### src/rtl/washer_phase_timer.sv
// Phase duration timer for the washer controller: loads a per-phase tick count on a
// one-hot phase change, counts it down on a prescaled tick and raises the expiry flag.
// Optional extend input enabled by defining WASHER_TIMER_EXTEND_EN.
module washer_phase_timer #(
  parameter int CNT_W     = 16,
  parameter int PRE_W     = 16,
  parameter int PRESCALE  = 1000,
  parameter int T_SOAK_LO = 100,
  parameter int T_SOAK_HI = 200,
  parameter int T_WASH_LO = 300,
  parameter int T_WASH_HI = 500,
  parameter int T_DRAIN   = 50,
  parameter int T_RINSE   = 150,
  parameter int T_SPIN    = 120,
  parameter int EXT_TICKS = 60
) (
  input  logic             clk,
  input  logic             rst,
  input  logic [6:0]       phase_in,
  input  logic             pause,
`ifdef WASHER_TIMER_EXTEND_EN
  input  logic             extend,
`endif
  output logic [6:0]       timer_out,
  output logic             busy,
  output logic [CNT_W-1:0] remaining,
  output logic             phase_err
);

  typedef enum logic [2:0] {
    S_IDLE,
    S_LOAD,
    S_RUN,
    S_PAUSED,
    S_EXPIRED
  } state_t;

  state_t           state_q;
  logic [6:0]       phase_q;
  logic [PRE_W-1:0] pre_q;
  logic [CNT_W-1:0] cnt_q;
  logic [6:0]       tout_q;
  logic             err_q;

  // Results of one counting step, shared by RUN and by leaving PAUSED.
  logic             tick_d;
  logic [CNT_W-1:0] cnt_run_d;
  logic [PRE_W-1:0] pre_run_d;
  logic             expire_run_d;
  logic [CNT_W-1:0] cnt_hold_d;

  // Tick count loaded for each phase; anything not one-hot loads zero.
  function automatic logic [CNT_W-1:0] dur(input logic [6:0] p);
    case (p)
      7'h01:   dur = CNT_W'(T_SOAK_LO);
      7'h02:   dur = CNT_W'(T_SOAK_HI);
      7'h04:   dur = CNT_W'(T_WASH_LO);
      7'h08:   dur = CNT_W'(T_WASH_HI);
      7'h10:   dur = CNT_W'(T_DRAIN);
      7'h20:   dur = CNT_W'(T_RINSE);
      7'h40:   dur = CNT_W'(T_SPIN);
      default: dur = '0;
    endcase
  endfunction

`ifdef WASHER_TIMER_EXTEND_EN
  // Add the extension amount, clamping at the counter's all-ones value.
  function automatic logic [CNT_W-1:0] sat_add(input logic [CNT_W-1:0] a);
    logic [CNT_W:0] s;
    s = {1'b0, a} + (CNT_W+1)'(EXT_TICKS);
    sat_add = s[CNT_W] ? {CNT_W{1'b1}} : s[CNT_W-1:0];
  endfunction
`endif

  // Next counter/prescaler values for a counting cycle and for a held (paused) cycle.
  always_comb begin
    tick_d    = (pre_q == PRE_W'(PRESCALE - 1));
    cnt_run_d = tick_d ? (cnt_q - 1'b1) : cnt_q;
    pre_run_d = tick_d ? '0 : (pre_q + 1'b1);
    cnt_hold_d = cnt_q;
`ifdef WASHER_TIMER_EXTEND_EN
    if (extend) begin
      cnt_run_d  = sat_add(cnt_run_d);
      cnt_hold_d = sat_add(cnt_q);
    end
`endif
    // An extend landing on the final decrement keeps the phase alive.
    expire_run_d = tick_d && (cnt_run_d == '0);
  end

  // Sequencer: phase-change handling first, then per-state counting.
  always_ff @(posedge clk) begin
    if (rst) begin
      state_q <= S_IDLE;
      phase_q <= '0;
      pre_q   <= '0;
      cnt_q   <= '0;
      tout_q  <= '0;
      err_q   <= 1'b0;
    end else if (phase_in != phase_q) begin
      tout_q <= '0;
      if (phase_in == 7'h00) begin
        state_q <= S_IDLE;
        cnt_q   <= '0;
        phase_q <= '0;
      end else if (!$onehot(phase_in)) begin
        // Illegal encoding: park idle and flag it; the last good phase is kept.
        state_q <= S_IDLE;
        err_q   <= 1'b1;
      end else begin
        state_q <= S_LOAD;
        phase_q <= phase_in;
        err_q   <= 1'b0;
      end
    end else begin
      case (state_q)
        S_IDLE: begin
          state_q <= S_IDLE;
        end
        S_LOAD: begin
          cnt_q <= dur(phase_q);
          pre_q <= '0;
          if (dur(phase_q) == '0) begin
            state_q <= S_EXPIRED;
            tout_q  <= phase_q;
          end else begin
            state_q <= S_RUN;
          end
        end
        S_RUN, S_PAUSED: begin
          if (pause) begin
            state_q <= S_PAUSED;
            cnt_q   <= cnt_hold_d;
          end else begin
            // Leaving PAUSED counts on the same edge, so each paused cycle costs one cycle.
            pre_q <= pre_run_d;
            cnt_q <= cnt_run_d;
            if (expire_run_d) begin
              state_q <= S_EXPIRED;
              tout_q  <= phase_q;
            end else begin
              state_q <= S_RUN;
            end
          end
        end
        S_EXPIRED: begin
          state_q <= S_EXPIRED;
        end
        default: begin
          state_q <= S_IDLE;
          tout_q  <= '0;
        end
      endcase
    end
  end

  assign timer_out = tout_q;
  assign remaining = cnt_q;
  assign phase_err = err_q;
  assign busy      = (state_q == S_LOAD) || (state_q == S_RUN) || (state_q == S_PAUSED);

endmodule

### config.mk
export PLATFORM = sky130hd
export DESIGN_NAME = washer_phase_timer
export DESIGN_NICKNAME = d
export VERILOG_FILES = /design/src/rtl/washer_phase_timer.sv
export SDC_FILE = /design/constraint.sdc
export NUM_CORES = 1
export LEC_CHECK = 0
export BUFFER_PORTS_ARGS = -buffer_cell sky130_fd_sc_hd__buf_2
export CORE_MARGIN = 8
export CORE_UTILIZATION = 53
export CTS_CLUSTER_SIZE = 20
export DETAILED_ROUTE_END_ITERATION = 16
export HOLD_SLACK_MARGIN = 0.1
export PLACE_DENSITY = 0.87
export RECOVER_POWER = 100
export SETUP_SLACK_MARGIN = 0.2
export SYNTH_ARGS = -nofsm -noshare
export SYNTH_HDL_FRONTEND = slang
export SYNTH_SLANG_ARGS = --single-unit
### constraint.sdc
create_clock -name clk -period 3.6 [get_ports clk]
set_input_delay 0.72 -clock clk [delete_from_list [all_inputs] [get_ports clk]]
set_output_delay 0.72 -clock clk [all_outputs]
set_load 0.02 [all_outputs]
==> Flow_metrics.wiki, run 1 <==
{| class="wikitable"
! Metric !! Value
|-
| Run status || completed
|-
| Leakage Power || 1.19 nW
|-
| Most area-consuming cells after synthesis || dfxtp_1 31%, nor2_1 6.4%, a21oi_1 6.1%, xor2_1 4.1%, xnor2_1 3.8%
|-
| Worst slew margin || 46.0%
|-
| Via count || 3121
|-
| Kind of end point of the critical path || flip-flop
|-
| HP Class || flip-flop to flip-flop
|-
| Largest driver fanout on the critical path || 7
|-
| Vias in the first global route || 2869
|-
| Most used flip-flop cell after synthesis || dfxtp_1
|-
| Clock edge transition at the registers on the reported setup and hold paths || 0.09 ns
|-
| Period utilization || 93.5%
|-
| Fraction of synthesis flops using an asynchronous set or reset pin || 0%
|-
| Yosys Warn Count || 0
|-
| Number of filler cells placed in the layout || 557
|-
| Number of setup buffers added after CTS || 0
|-
| Starting density of the core || 54.8%
|-
| Final setup viols || 0
|-
| Total design power || 1.16 mW
|-
| Final HPWL from detailed placement || 5850 um
|-
| XOR/XNOR share of the synthesized area || 8.39%
|-
| CTS buffer count || 5
|-
| Combined area of all synthesized cells || 3220 um2
|-
| Net count of the mapped netlist || 425
|-
| CTS Hold Bufs || 0
|-
| Combinational family with the most area after synthesis || simple AND/OR/NAND/NOR gates
|-
| Number of cell rows || 28
|-
| Post-detailed-route count of antenna-violating nets || 0
|-
| Routed via count divided by cell count || 6.12
|-
| Area share of the largest cell type after synthesis || 31.1%
|-
| Portion of the post-synthesis area used by sequential elements || 31.1%
|-
| Max-slew violations || 0
|-
| Core footprint || 5890 um2
|-
| Reported max-cap violation count || 0
|-
| Layout cell share with drive strength beyond 1 || 6.67%
|-
| Cell count after placement || 502
|-
| Hold Vio Cnt, Final || 0
|-
| Setup repair after global routing missed its margin || true
|-
| Setup slack of the critical path after layout || 0.232 ns
|-
| Non-filler cells in the finished layout || 510
|-
| Total die area || 8830 um2
|-
| Fraction of synthesized area in multiplexers || 2.21%
|-
| Remaining DRCs || 0
|-
| Worst slack on hold paths || 0.468 ns
|-
| Pre-Repair DR Iteration Count || 4
|-
| Total non-filler cell area in the finished layout || 3460 um2
|-
| PostCTS Resize Cnt || 0
|-
| Last weighted congestion value of the routability-driven placer || 0.930
|-
| Syn Inst Count || 408
|-
| Number of diodes || 0
|-
| Setup CP Type || input port to flip-flop
|-
| Synthesized area per cell || 7.90 um2
|-
| Library cell occupying the most area in the post-synthesis netlist || dfxtp_1
|-
| Number of ports placed on the die boundary || 35
|-
| Power density of the placed cells || 335 nW/um2
|-
| Register bit total from synthesis || 50
|-
| Largest net degree at the start of global routing || 31
|-
| Routed length per placed instance || 15.6 um
|-
| Pre-CTS setup slack || -0.0206 ns
|-
| Root buffer cell || clkbuf_8
|-
| Synthesized-area fraction occupied by ao, oa, aoi and oai cells || 19.8%
|-
| Worst-Margin Slew || 0.810 ns
|-
| Layout-stage area growth over the synthesis result || 7.22%
|-
| Global-route wire length before repair || 13500 um
|-
| Maximum clock rate || 297 MHz
|-
| Total length of routed wires || 7960 um
|-
| Worst skew pair latency || 0.30 ns
|-
| Adder-Cell Fraction of Synth Area || 3.65%
|-
| Chip width || 94.0 um
|-
| Count of H-tree levels built during CTS || 2
|-
| Deepest clock path buffer count || 2
|-
| Synthesized-area fraction occupied by and/or/nand/nor cells || 30.5%
|-
| Final critical-path required period || 3.37 ns
|-
| Count of input and output buffers || 34
|-
| Nets || 451
|-
| WP data required || 3.77 ns
|-
| Clock sinks || 50
|-
| GRT Util Overall || 18.3%
|-
| CTS tree || done
|-
| Placed inst area || 3430 um2
|-
| Total global routing overflow || 0
|-
| Antenna violations before repair || 0
|-
| Arrival time at the worst endpoint || 3.54 ns
|-
| Die extent in y || 94.0 um
|-
| Critical path launch point type || input port
|-
| EDFF count, synth || 0
|-
| Worst IR drop on VDD || 0.000221 V
|-
| Number of distinct library cell variants in the gate-level netlist after synthesis || 60
|-
| Initial DRC Count || 295
|-
| Clock Skews || 0.0115 ns
|}
[sequential cells by signal (all words and copies together) (netlist names)]
name / flops
phase_q: 7
timer_out: 7
phase_err: 1
remaining: 16
pre_q: 16
state_q: 3
[where the power goes]
| group | switching (mW) | internal [mW] |
|---|---|---|
| clock network | 0.178 | 0.155 |
| registers | 0.0382 | 0.566 |
| logic | 0.123 | 0.0960 |
[final cells by class]
type                       instances  area (um2)  area share [%]
inverter                          16        60.1            1.74
tap                               75        93.8            2.72
multi-input combinational        324        2060            59.6
clock buffer                       7        86.3            2.50
sequential                        50        1000            29.0
clock inverter                     1        5.00           0.145
timing repair buffer              37         151            4.38
[per-stage QoR]
| step | utilization (%) | TNS, ns |
|---|---|---|
| global placement | 58.3 | 0 |
| detailed placement | 58.3 | -0.0453 |
| floorplan | - | 0 |
| global route | 58.7 | 0 |
| CTS | 59.8 | 0 |
| finish | 58.7 | 0 |
[path summary, 6_finish.rpt]
check | startpoint | end | slack [ns] | cells after the start
worst max-delay path | phase_in[0] | phase_q[3] | 0.23 | 11
worst min-delay path | timer_out[5] | timer_out[5] | 0.47 | 2
worst max register to register | pre_q[0] | timer_out[4] | 0.57 | 8
worst min register to register | timer_out[5] | timer_out[5] | 0.47 | 2
[cell usage after synthesis, types with 4 or more instances]
library cell and count:
nor2_1 55, a21oi_1 39, nand3_1 18, and3_1 6, nor4_1 9, dfxtp_1 50, nand2_1 25, nor3_1 15
nand4_1 5, o21ai_0 23, nand2b_1 10, clkbuf_1 13, or3_1 9, inv_1 14, mux2i_1 6, xnor2_1 14
fa_1 4, xor2_1 15, o31ai_1 4, o211ai_1 9
[placed cells by master (no fill, tap or decap), types with 3 or more instances in the layout]
| cell | Yosys | final |
|---|---|---|
| a21o_1 | 3 | 3 |
| a21oi_1 | 39 | 39 |
| a311oi_1 | 3 | 3 |
| and3_1 | 6 | 6 |
| buf_2 | 3 | 9 |
| clkbuf_1 | 13 | 28 |
| clkbuf_8 | 0 | 6 |
| dfxtp_1 | 50 | 50 |
| fa_1 | 4 | 4 |
| ha_1 | 3 | 3 |
| inv_1 | 14 | 14 |
| mux2i_1 | 6 | 6 |
| nand2_1 | 25 | 25 |
| nand2b_1 | 10 | 10 |
| nand3_1 | 18 | 18 |
| nand4_1 | 5 | 6 |
| nand4b_1 | 3 | 3 |
| nor2_1 | 55 | 55 |
| nor3_1 | 15 | 15 |
| nor3b_1 | 3 | 3 |
| nor4_1 | 9 | 10 |
| o211ai_1 | 9 | 9 |
| o21ai_0 | 23 | 23 |
| o31a_1 | 3 | 3 |
| o31ai_1 | 4 | 4 |
| or3_1 | 9 | 10 |
| xnor2_1 | 14 | 14 |
| xor2_1 | 15 | 15 |
[worst max-delay path, stage by stage]
cell      delay [ns]
buf_2           0.14
fa_1            0.54
inv_1           0.05
fa_1            0.46
fa_1            0.40
fa_1            0.49
nand3b_1        0.09
a21oi_1         0.13
clkbuf_2        0.23
mux2i_1         0.24
nor2_1          0.06
[kinds of logic after synthesis]
| logic type | Yosys count |
|---|---|
| compound gates | 101 |
| buf+inv | 34 |
| mux | 7 |
| xor+xnor | 30 |
| flops | 50 |
| simple gates | 179 |
| fa+ha+maj | 7 |
[routing by layer]
layer	track usage (%)	wire length (um)	vias up
met5	0	0	-
met4	5.55	128	0
met3	3.52	482	16
met2	30.5	3740	93
met1	23.2	3610	1477
li1	-	-	1535
No activity file was read; power rests on OpenSTA's default activity.
==> run 2: changes to the inputs <==
--- a/config.mk
+++ b/config.mk
@@ -12,7 +12,7 @@
 export DETAILED_ROUTE_END_ITERATION = 16
 export HOLD_SLACK_MARGIN = 0.1
 export PLACE_DENSITY = 0.87
-export RECOVER_POWER = 100
+export RECOVER_POWER = 50
 export SETUP_SLACK_MARGIN = 0.2
 export SYNTH_ARGS = -nofsm -noshare
 export SYNTH_HDL_FRONTEND = slang
==> run 2 against run 1 <==
  * Clock skew is 0.0024 ns lower
  * Fmax is 1.5% higher
  * Total power is 0.49% higher
  * Hold slack hardly changed
  * Via count is 1.4% higher
  * Clock-buffer cell count stayed put
  * Worst setup slack better by 0.051 ns
  * Critical path type unchanged
==> Flow_metrics.wiki, run 2 (synthesis results as in run 1) <==
{| class="wikitable"
! Metric !! Value
|-
| Hold Vio Cnt, Final || 0
|-
| Reg power frac || 52.0%
|-
| Post-detailed-route count of antenna-violating nets || 0
|-
| Final critical-path required period || 3.32 ns
|-
| Final HPWL from detailed placement || 5850 um
|-
| Pre-Repair DR Iteration Count || 5
|-
| Most common library cell in the layout ignoring fill and taps || nor2_1
|-
| Initial DRC Count || 285
|-
| Vias in the first global route || 2869
|-
| Combinational group share of total power || 19.2%
|-
| Placed inst area || 3430 um2
|-
| Number of diodes || 0
|-
| Global-route wire length before repair || 13500 um
|-
| Worst IR drop on VDD || 0.000222 V
|-
| Layout-stage area growth over the synthesis result || 8.15%
|-
| Deepest clock path buffer count || 2
|-
| Number of ports placed on the die boundary || 35
|-
| Layout cell share with drive strength beyond 1 || 8.28%
|-
| CTS tree || done
|-
| Routed via count divided by cell count || 6.20
|-
| Leakage Power || 1.20 nW
|-
| CTS buffer count || 5
|-
| GRT Util Overall || 18.3%
|-
| Via count || 3164
|-
| Number of cell rows || 28
|-
| Largest net degree at the start of global routing || 31
|-
| Final setup viols || 0
|-
| Maximum clock rate || 301 MHz
|-
| Last weighted congestion value of the routability-driven placer || 0.930
|-
| Largest driver fanout on the critical path || 7
|-
| Top routing layer used || met4
|-
| Switching share of power || 29.4%
|-
| Run status || completed
|-
| Core footprint || 5890 um2
|-
| Nets || 451
|-
| Starting density of the core || 54.8%
|-
| Clock sinks || 50
|-
| Worst skew pair latency || 0.30 ns
|-
| Design internal power || 0.820 mW
|-
| Antenna violations before repair || 0
|-
| Setup CP Type || input port to flip-flop
|-
| Routed length on met1 || 3570 um
|-
| Count of input and output buffers || 34
|-
| Routed length per placed instance || 15.7 um
|-
| Arrival time at the worst endpoint || 3.49 ns
|-
| Total design power || 1.16 mW
|-
| HP Class || flip-flop to flip-flop
|-
| Period utilization || 92.1%
|-
| Clock edge transition at the registers on the reported setup and hold paths || 0.09 ns
|-
| Count of H-tree levels built during CTS || 2
|-
| Max-slew violations || 0
|-
| Total non-filler cell area in the finished layout || 3490 um2
|-
| Kind of end point of the critical path || flip-flop
|-
| Routed met3 length || 551 um
|-
| Total length of routed wires || 7980 um
|-
| Worst-Margin Slew || 0.813 ns
|-
| Setup repair after global routing missed its margin || true
|-
| Worst slew margin || 45.8%
|-
| Remaining DRCs || 0
|-
| Clock Skews || 0.00912 ns
|-
| Total global routing overflow || 0
|-
| Chip width || 94.0 um
|-
| Total die area || 8830 um2
|-
| Clock share of power || 28.8%
|-
| Die extent in y || 94.0 um
|-
| WP data required || 3.78 ns
|-
| Most frequent cells in the layout || 55 x nor2_1, 50 x dfxtp_1, 38 x a21oi_1, 27 x clkbuf_1, 25 x nand2_1
|-
| Power density of the placed cells || 333 nW/um2
|-
| Met2 WL || 3710 um
|-
| Critical path launch point type || input port
|-
| P_sw || 0.342 mW
|-
| Reported max-cap violation count || 0
|-
| Root buffer cell || clkbuf_8
|}
run 2: stage by stage:
stage          util (%)  TNS (ns)  hold slack, ns  cells  setup slack (ns)
2_1_floorplan         -         0           0.472    408             0.203
6_report           59.2         0           0.468    510             0.283
4_1_cts            59.8         0           0.472    510             0.286
3_5_place_dp       58.3   -0.0453           0.459    502           -0.0206
5_1_grt            59.2         0           0.501    510             0.191
3_3_place_gp       58.3         0           0.452    502            0.0675
run 2: area by class of cell:
| class | instances | area [um2] |
|---|---|---|
| flip-flops and latches | 50 | 1000 |
| well taps | 75 | 93.8 |
| repair buffers | 37 | 158 |
| clock inverters | 1 | 5.00 |
| multi-input cells | 324 | 2080 |
| inverters | 16 | 60.1 |
| fillers | 546 | 2400 |
| clock buffers | 7 | 86.3 |
run 2: worst max-delay path, stage by stage:
cell and delay [ns]:
buf_2 0.14, fa_1 0.54, inv_1 0.05, fa_1 0.47, fa_1 0.40, fa_1 0.49
nand3b_1 0.12, a21oi_2 0.13, buf_4 0.17, mux2i_1 0.22, nor2_1 0.06
run 2: layer usage:
| layer | track usage, % | vias to the layer above |
|---|---|---|
| met5 | 0 | - |
| met4 | 5.55 | 0 |
| met3 | 3.52 | 15 |
| met2 | 30.5 | 131 |
| met1 | 23.2 | 1483 |
| li1 | - | 1535 |
run 2: path summary, 6_finish.rpt:
path           startpoint            to  slack (ns)  cells past startpoint
max reg2reg      pre_q[0]  timer_out[4]        0.54                      8
max           phase_in[0]    phase_q[3]        0.28                     11
min          timer_out[5]  timer_out[5]        0.47                      2
min reg2reg  timer_out[5]  timer_out[5]        0.47                      2
run 2: power groups by stage:
stage,Clock [mW],Sequential (mW),Combinational (mW)
floorplan,0,0.590,0.193
global placement,0,0.615,0.209
detailed placement,0,0.616,0.218
CTS,0.341,0.603,0.221
global route,0.367,0.608,0.250
finish,0.335,0.604,0.223
run 2: repair_timing:
item | CTS | global route
hold buffers | 0 | 0
resized for setup | 0 | 1
endpoints found under the setup margin | 0 | 1
buffers inserted | 0 | 0
